`config.mk`:
```
export PLATFORM = sky130hd
export DESIGN_NAME = load_store_unit
export DESIGN_NICKNAME = d
export VERILOG_FILES = /design/src/rtl/load_store_unit.sv
export SDC_FILE = /design/constraint.sdc
export NUM_CORES = 1
export LEC_CHECK = 0
export BUFFER_PORTS_ARGS = -buffer_cell sky130_fd_sc_hd__buf_4
export CORE_ASPECT_RATIO = 0.8
export CORE_MARGIN = 5
export CORE_UTILIZATION = 44
export CTS_CLUSTER_SIZE = 30
export DETAILED_ROUTE_END_ITERATION = 8
export PLACE_DENSITY = 0.74
export SETUP_SLACK_MARGIN = 0.5
export SYNTH_ARGS = -nofsm -noshare
export SYNTH_HDL_FRONTEND = slang
export SYNTH_SLANG_ARGS = --single-unit
```
`constraint.sdc`:
```
create_clock -name CLK -period 1.8 [get_ports CLK]
set_clock_uncertainty 0.1 [all_clocks]
set_input_delay 0.54 -clock CLK [delete_from_list [all_inputs] [get_ports CLK]]
set_output_delay 0.54 -clock CLK [all_outputs]
set_load 0.02 [all_outputs]
```
`src/rtl/load_store_unit.sv`:
```
// load_store_unit
// Multi-cycle RV32I load/store unit. It sits between the core and a
// word-organised data memory, and it handles one request at a time.
// Sub-word stores are done as read-modify-write. Loads are sign- or
// zero-extended. A misaligned or illegal access is answered with Err and
// never reaches memory.
//
// Ports
//   CLK, RST         clock, synchronous active-low reset
//   Req              request valid (sampled only while Ready)
//   MemWrite         1 = store, 0 = load
//   Funct3           RISC-V access type
//   Addr             byte address
//   StoreData        store data (low bytes used for SB/SH)
//   Ready            idle, can accept a request
//   Done             one-cycle completion pulse
//   Err              misaligned/illegal access flag, valid with Done
//   LoadData         extended load result, held until the next good load
//   Mem_A            word index to memory (latched Addr[31:2])
//   Mem_WE           memory write enable
//   Mem_WD           memory write data
//   Mem_RD           combinational memory read data at Mem_A
//
// state | meaning
// IDLE  | waiting for a request
// READ  | memory word at Mem_A captured at end of cycle
// WRITE | full word driven to memory, committed at end of cycle
// RESP  | Done pulse, Err valid
module load_store_unit #(
  parameter int Data_Width  = 32,
  parameter int Index_Width = 30
) (
  input  logic                   CLK,
  input  logic                   RST,
  input  logic                   Req,
  input  logic                   MemWrite,
  input  logic [2:0]             Funct3,
  input  logic [31:0]            Addr,
  input  logic [Data_Width-1:0]  StoreData,
  output logic                   Ready,
  output logic                   Done,
  output logic                   Err,
  output logic [Data_Width-1:0]  LoadData,
  output logic [Index_Width-1:0] Mem_A,
  output logic                   Mem_WE,
  output logic [Data_Width-1:0]  Mem_WD,
  input  logic [Data_Width-1:0]  Mem_RD
);

  typedef enum logic [1:0] {IDLE, READ, WRITE, RESP} state_t;

  localparam logic [2:0] F3_B  = 3'b000;
  localparam logic [2:0] F3_H  = 3'b001;
  localparam logic [2:0] F3_W  = 3'b010;
  localparam logic [2:0] F3_BU = 3'b100;
  localparam logic [2:0] F3_HU = 3'b101;

  state_t                 state, state_nxt;
  logic                   we_q;
  logic [2:0]             f3_q;
  logic [31:0]            addr_q;
  logic [Data_Width-1:0]  sd_q;
  logic                   err_q;
  logic [Data_Width-1:0]  ld_q;
  logic [Data_Width-1:0]  wd_q;

  logic                   access_ok;
  logic [4:0]             byte_base;
  logic [7:0]             rd_byte;
  logic [15:0]            rd_half;
  logic [Data_Width-1:0]  load_ext;
  logic [Data_Width-1:0]  merged;

  // Legality of the request presented at the IDLE edge.
  always_comb begin
    access_ok = 1'b0;
    case (Funct3)
      F3_B:    access_ok = 1'b1;
      F3_H:    access_ok = ~Addr[0];
      F3_W:    access_ok = (Addr[1:0] == 2'b00);
      F3_BU:   access_ok = ~MemWrite;
      F3_HU:   access_ok = ~MemWrite & ~Addr[0];
      default: access_ok = 1'b0;
    endcase
  end

  always_comb begin
    state_nxt = state;
    case (state)
      IDLE: begin
        if (Req) begin
          if (!access_ok)                      state_nxt = RESP;
          else if (MemWrite && Funct3 == F3_W) state_nxt = WRITE;
          else                                 state_nxt = READ;
        end
      end
      READ:    state_nxt = we_q ? WRITE : RESP;
      WRITE:   state_nxt = RESP;
      RESP:    state_nxt = IDLE;
      default: state_nxt = IDLE;
    endcase
  end

  // Lane extraction for loads and lane replacement for sub-word stores,
  // both working on the word read during READ.
  always_comb begin
    byte_base = {addr_q[1:0], 3'b000};
    rd_byte   = Mem_RD[byte_base +: 8];
    rd_half   = addr_q[1] ? Mem_RD[31:16] : Mem_RD[15:0];

    load_ext = Mem_RD;
    case (f3_q)
      F3_B:    load_ext = {{(Data_Width-8){rd_byte[7]}}, rd_byte};
      F3_H:    load_ext = {{(Data_Width-16){rd_half[15]}}, rd_half};
      F3_BU:   load_ext = {{(Data_Width-8){1'b0}}, rd_byte};
      F3_HU:   load_ext = {{(Data_Width-16){1'b0}}, rd_half};
      default: load_ext = Mem_RD;
    endcase

    merged = Mem_RD;
    if (f3_q == F3_B)
      merged[byte_base +: 8] = sd_q[7:0];
    else if (addr_q[1])
      merged[31:16] = sd_q[15:0];
    else
      merged[15:0] = sd_q[15:0];
  end

  always_ff @(posedge CLK) begin
    if (!RST) begin
      state  <= IDLE;
      we_q   <= 1'b0;
      f3_q   <= 3'b000;
      addr_q <= '0;
      sd_q   <= '0;
      err_q  <= 1'b0;
      ld_q   <= '0;
      wd_q   <= '0;
    end else begin
      state <= state_nxt;
      if (state == IDLE && Req) begin
        we_q   <= MemWrite;
        f3_q   <= Funct3;
        addr_q <= Addr;
        sd_q   <= StoreData;
        err_q  <= ~access_ok;
        // SW skips READ, so its write word is ready by the WRITE cycle.
        if (access_ok && MemWrite && Funct3 == F3_W)
          wd_q <= StoreData;
      end
      if (state == READ) begin
        if (we_q) wd_q <= merged;
        else      ld_q <= load_ext;
      end
    end
  end

  assign Ready    = (state == IDLE);
  assign Done     = (state == RESP);
  assign Err      = (state == RESP) & err_q;
  assign LoadData = ld_q;
  assign Mem_A    = addr_q[2 +: Index_Width];
  // RST gating stops a write from landing in the cycle the unit is reset.
  assign Mem_WE   = (state == WRITE) & RST;
  assign Mem_WD   = wd_q;

endmodule

```
==> key figures, run 1 <==
STA
  • Final period util: 115.7%
  • Fin. max-slew vios: 0
  • Min cycle time layout: 2.083 ns
  • Final setup viols: 62
  • Final Hold Violating Endpoints: 0
  • Slew @ Worst Pin: 0.7315 ns
  • RSZ-0062 raised after global routing: true
  • Max Fclk: 480.2 MHz
  • Final setup margin: -0.2826 ns
  • Slew HR: roughly half

Layout
  • Fin area: 11970 um^2
  • Layout Nets: 1109
  • FILL cells: 510
  • P&R area growth vs syn: 98.44%
  • Multi-input gate area: ~4500 um^2
  • # diodes: 0
  • Share of layout cells above drive strength 1: 75.54%
  • FF+latch area: 2545 um^2
  • Final Core Density: 88.65%

Clock tree
  • Worst-skew pair later-pin latency: 0.43 ns
  • CTS tree: yes
  • Sinks on Clock Net: 119
  • Htree depth: 4
  • Hold Buf Count CTS: 0
  • Clock Tree Buf Depth: 2
  • CTS clock-pin slew for the worst setup and hold paths: 0.06 ns
  • Clock tree root driver cell: clkbuf_16
  • Clock buffer count from CTS: 17

Logic synthesis
  • Post-synthesis register bit count: 119
  • Synth area leader: dfxtp_1
  • Async SR Flop Fraction: 0%
  • Post-Syn Instances: 692
  • Syn nets: 804
  • Main synth FF type: dfxtp_1
  • Synth warn: 0
  • Post-synthesis cell area: 6032 um^2
  • Synth top area cells: dfxtp_1 39%, nand2_1 8.2%, a21oi_1 7.4%
  • Top cell type's share of synthesized area: 39.49%
  • Number of synthesized flops with an enable pin: 0
  • Post-synth cell types: 44
  • Mean Syn Cell Area: 8.717 um^2
  • Seq/Total Area, Yosys: 39.49%

Floorplan
  • Row count: 38
  • Ports: around 200
  • Starting Density: 44.67%
  • Die area: 16170 um^2
  • Die W: between 100 and 150 um
  • Die height: 114.7 um
  • Core area: between 10000 and 15000 um^2

Power and ir drop
  • Design Power: around 18 mW
  • Int Pwr: 10.71 mW
  • Leak: 5.189 nW
  • Clock power frac: 21.8%
  • Switching Fraction: between 30% and 40%
  • PwrDens: 1481 nW/um^2
  • Max rail drop VDD: 1.399 mV
  • Combinational power share: between 50% and 60%
  • Seq pwr share: 22.9%
  • Switch Pwr: 7.023 mW

Route
  • Routed WL: between 30000 and 40000 um
  • Vias: 7929
  • ANT nets after route: 0
  • DR pass1 iterations: 6
  • Vias per std cell: 6.663
  • DRC: 0
  • WL/cell: between 20 and 30 um
  • Initial DRC count: 1111

Place
  • IO Port Bufs: 200
  • Placed cell area: 7828 um^2
  • Post-DP HPWL: 14600 um
  • GPL Wtd Cong: 0.8416

Flow run
  • Max cap viols: 0

Worst setup path
  • Required @ worst endpoint: between 2 and 2.5 ns
  • Critical path capture point type: flip-flop
  • Worst Path Max Fanout: 5
  • CP Launch Type: flip-flop
  • FF-to-FF path depth: 7
  • Crit Path Category: flip-flop to flip-flop
  • CP arrival: 2.30 ns

Global routing
  • Vias in the first global route: 7306
  • Antenna violations before repair: 0
  • Largest net degree at the start of global routing: 45
  • First-pass GRT wire length: 42330 um
  • Total GRT Usage: 33.89%
  • GR Overflow Total: 0

Run status
  • Failing checks: setup timing
  • Status: finished with violations

Min path
  • Type of the tightest min-delay check: input port to flip-flop
  • Hold depth: 3
[cell usage after synthesis, types with 10 or more instances]
master      n
nand2_1   131
dfxtp_1   119
a21oi_1    89
o21ai_0    43
mux2i_1    42
a221oi_1   34
buf_4      34
clkbuf_1   33
o22ai_1    23
a211oi_1   17
mux2_2     16
inv_1      12
a21oi_2    10
buf_2      10
[flip-flops by register name, summed over array words and instances, names as in the netlist]
name      flops
LoadData     32
Mem_WD       32
addr_q       32
sd_q         16
f3_q          3
state         2
err_q         1
we_q          1
[power by group through the flow]
stage	combinational (mW)	clock (mW)	sequential, mW
CTS	7.74	3.79	3.92
global placement	4.67	0	3.69
finish	9.80	3.87	4.06
detailed placement	4.73	0	3.70
floorplan	2.95	0	4.02
global route	10.0	3.99	4.08
[final timing paths]
kind,startpoint,endpoint,slack [ns]
hold / removal,Addr[27],addr_q[27],0.25
setup / recovery,addr_q[1],Mem_WD[1],-0.28
hold reg to reg,addr_q[30],addr_q[30],0.37
setup reg to reg,addr_q[1],Mem_WD[1],-0.28
[critical path: stages, from the launching register on]
cell,delay [ns]
dfxtp_4,0.36
clkinvlp_4,0.15
ha_4,0.28
nand4bb_4,0.28
mux2i_4,0.29
buf_6,0.17
a221oi_2,0.06
a211oi_1,0.27
[final cells by class]
| cell class | count | share of cell area (%) |
|---|---|---|
| Timing Repair Buffer | 370 | 33.48 |
| Clock inverter | 13 | 1.610 |
| Sequential cell | 119 | 21.26 |
| Tap cell | 180 | 1.881 |
| Inverter | 14 | 0.5226 |
| Clock buffer | 19 | 3.878 |
| Multi-Input combinational cell | 475 | 37.37 |
[cells by family (layout without fill, tap and decap cells)]
family	count (synthesis)	in the layout	share of synthesized area (%)
compound gates	236	237	25.02
simple gates	165	165	12.55
flops	119	119	39.49
buf+inv	99	416	9.126
mux	64	64	11.95
fa+ha+maj	9	9	1.867
[per-stage QoR]
stage	instances	hold WS (ns)	worst slack, ns	TNS (ns)
after CTS	1138	0.2523	-0.1311	-0.3190
final	1190	0.2498	-0.2826	-6.187
after global placement	1032	0.3422	-0.03312	-0.4930
after floorplan	692	0.3367	-0.06486	-0.9782
after detailed placement	1032	0.3469	-0.1143	-1.893
after global routing	1190	0.2546	-0.3824	-7.781
[routing by layer]
metal  vias up  share of wire [%]  global-route usage (%)
li1       3126                  -                       -
met1      3770                 34                   40.83
met2       769                 45                   55.20
met3       264                 13                   10.02
met4         0                8.6                   17.82
met5         -                  0                       0
[placed cells by master (no fill, tap or decap), types with 8 or more instances in the layout]
master	count
nand2_4	45
nand2_1	64
a21oi_2	76
mux2_2	16
o22ai_2	9
dfxtp_4	15
buf_12	23
mux2i_4	9
a221oi_2	26
mux2i_1	37
buf_4	189
o21ai_0	31
clkbuf_16	21
buf_6	131
nand2_2	21
a21oi_1	23
buf_16	16
o21ai_1	10
a211oi_1	11
ha_4	8
dfxtp_2	85
o22ai_1	13
dfxtp_1	19
[repair_timing]
action	4_1_cts	5_1_grt
pin swaps	133	59
resized for setup	423	144
setup buffers	56	49
setup endpoints to repair	216	217
endpoints found under the hold margin	0	0
cloned	18	3
Note: power is estimated with default switching activity, not from simulation.
==> run 2: changes to the inputs <==
- CTS_BUF_LIST: not set -> sky130_fd_sc_hd__clkbuf_16
==> key figures, run 2 (same netlist as run 1, synthesis figures left out) <==
Route
  • ANT nets after route: 0 (unchanged)
  • Vias: 7879 (was 7929)
  • Initial DRC count: 1016 (was 1111)
  • Vias per std cell: 6.649 (was 6.663)
  • DR pass1 iterations: 7 (was 6)
  • Routed WL: 36060 um (was 35250 um)
  • WL/cell: 30.43 um (was 29.62 um)
  • DRC: 0 (unchanged)

Floorplan
  • Die W: 140.9 um (unchanged)
  • Core area: 13500 um^2 (unchanged)
  • Ports: 201 (unchanged)
  • Row count: 38 (unchanged)
  • Die area: 16170 um^2 (unchanged)
  • Die height: 114.7 um (unchanged)
  • Starting Density: 44.67% (unchanged)

Worst setup path
  • FF-to-FF path depth: 6 (was 7)
  • Reg2reg setup slack: -0.31 ns (was -0.28 ns)
  • RR Endpoint: Mem_WD[24] (was Mem_WD[1])
  • Critical path capture point type: flip-flop (unchanged)
  • Crit path capture: Mem_WD[24] (was Mem_WD[1])
  • Worst Path Max Fanout: 15 (was 5)
  • CP arrival: 2.30 ns (about the same)
  • Crit Path Category: flip-flop to flip-flop (unchanged)
  • Required @ worst endpoint: 2.00 ns (was 2.02 ns)
  • Crit. Startpoint: addr_q[0] (was addr_q[1])
  • CP Launch Type: flip-flop (unchanged)
  • FF-to-FF Start: addr_q[0] (was addr_q[1])

STA
  • RSZ-0062 raised after global routing: true (unchanged)
  • Min cycle time layout: 2.106 ns (was 2.083 ns)
  • Final setup margin: -0.3063 ns (was -0.2826 ns)
  • Max Fclk: 474.8 MHz (was 480.2 MHz)
  • Slew HR: 53.19% (was 51.23%)
  • Final period util: 117.0% (was 115.7%)
  • Worst hold margin: 0.2498 ns (about the same)
  • Final Hold Violating Endpoints: 0 (unchanged)
  • Slew @ Worst Pin: 0.7022 ns (was 0.7315 ns)
  • Final setup viols: 63 (was 62)
  • Fin. max-slew vios: 0 (unchanged)

Clock tree
  • CTS tree: yes (unchanged)
  • Htree depth: 4 (unchanged)
  • Sinks on Clock Net: 119 (unchanged)
  • Clock Tree Buf Depth: 2 (unchanged)
  • CTS clock-pin slew for the worst setup and hold paths: 0.07 ns (was 0.06 ns)
  • Clock tree root driver cell: clkbuf_16 (unchanged)
  • Clock buffer count from CTS: 17 (unchanged)
  • Worst-skew pair later-pin latency: 0.43 ns (about the same)

Layout
  • # diodes: 0 (unchanged)
  • Share of layout cells above drive strength 1: 74.83% (was 75.54%)
  • Layout Nets: 1104 (was 1109)
  • Multi-input gate area: 4461 um^2 (was 4473 um^2)
  • Fin area: 11860 um^2 (was 11970 um^2)
  • FILL cells: 536 (was 510)
  • FF+latch area: 2529 um^2 (was 2545 um^2)
  • Final Core Density: 87.86% (was 88.65%)
  • P&R area growth vs syn: 96.68% (was 98.44%)
  • Commonest non-fill, non-tap cell in the layout: buf_4 (unchanged)
  • Most frequent cells in the layout: 186 x buf_4, 131 x buf_6, 90 x dfxtp_2, 69 x a21oi_2, 67 x nand2_1 (was 189 x buf_4, 131 x buf_6, 85 x dfxtp_2, 76 x a21oi_2, 64 x nand2_1)

Power and ir drop
  • PwrDens: 1480 nW/um^2 (was 1481 nW/um^2)
  • Design Power: 17.56 mW (was 17.73 mW)
  • Clock power frac: 21.9% (was 21.8%)
  • Int Pwr: 10.57 mW (was 10.71 mW)
  • Switching Fraction: 39.82% (was 39.60%)
  • Seq pwr share: 23.1% (was 22.9%)
  • Max rail drop VDD: 1.054 mV (was 1.399 mV)
  • Combinational power share: 54.9% (was 55.3%)
  • Switch Pwr: 6.992 mW (was 7.023 mW)
  • Leak: 5.093 nW (was 5.189 nW)

Min path
  • Type of the tightest min-delay check: input port to flip-flop (unchanged)

Global routing
  • Antenna violations before repair: 0 (unchanged)
  • First-pass GRT wire length: 43170 um (was 42330 um)
  • Vias in the first global route: 7398 (was 7306)
  • Largest net degree at the start of global routing: 45 (unchanged)
  • Total GRT Usage: 34.56% (was 33.89%)
  • GR Overflow Total: 0 (unchanged)

Run status
  • Status: finished with violations (unchanged)
  • Failing checks: setup timing (unchanged)

Place
  • IO Port Bufs: 200 (unchanged)
  • Post-DP HPWL: 14600 um (unchanged)
  • GPL Wtd Cong: 0.8416 (unchanged)
  • Placed cell area: 7828 um^2 (unchanged)

Flow run
  • Max cap viols: 0 (unchanged)
## run 2: cell count changes in the layout (fill, tap and decap cells not counted), moves of 3 or more
cell     previous run  this run
dfxtp_4            15         9
a21oi_1            23        29
nand2_2            21        29
nand2_1            64        67
o21ai_1            10         6
dfxtp_2            85        90
nand2_4            45        34
a21oi_2            76        69
buf_4             189       186
## run 2: timing repair
item,4_1_cts,5_1_grt
gates resized for setup,421,125
setup buffers,56,46
pin swaps,132,57
setup endpoints to repair,216,217
gates cloned,18,1
hold buffers,0,0
## run 2: area by class of cell
class	count	share of cell area, %
flip-flops and latches	119	21.31
inverters	14	0.5273
repair buffers	365	33.21
clock buffers	18	3.797
multi-input cells	475	37.60
well taps	180	1.898
clock inverters	14	1.656
## run 2: stage by stage
| step | TNS (ns) | worst slack (ns) | std cells |
|---|---|---|---|
| after floorplan | -0.9782 | -0.06486 | 692 |
| after global placement | -0.4930 | -0.03312 | 1032 |
| after detailed placement | -1.893 | -0.1143 | 1032 |
| after CTS | -0.3242 | -0.1311 | 1138 |
| after global routing | -10.55 | -0.3403 | 1185 |
| final | -8.864 | -0.3063 | 1185 |
## run 2: worst min path at each step
stage	startpoint	cells after the start	end	slack [ns]
final	Addr[9]	3	addr_q[9]	0.25
after detailed placement	addr_q[3]	2	addr_q[3]	0.35
after global placement	addr_q[19]	2	addr_q[19]	0.34
after CTS	Addr[9]	3	addr_q[9]	0.25
after global routing	Addr[9]	3	addr_q[9]	0.26
after floorplan	addr_q[10]	2	addr_q[10]	0.34
## run 2: worst max-delay path: stages (launching register included)
cell and delay (ns):
dfxtp_1 0.38, buf_6 0.24, ha_1 0.20, clkinv_1 0.19, buf_4 0.25, a221oi_2 0.46
o22ai_1 0.14
## run 2: metal layers
metal	GRT usage [%]	share of wire (%)	vias up
met2	56.15	44	743
met1	40.51	34	3713
met3	10.19	12	314
met5	0	0	-
li1	-	-	3109
met4	21.30	10	0
## run 2: power groups by stage
stage	logic (mW)	registers, mW	clock network [mW]
floorplan	2.95	4.02	0
CTS	7.74	3.92	3.74
global route	9.90	4.09	3.96
finish	9.65	4.06	3.85
global placement	4.67	3.69	0
detailed placement	4.73	3.70	0
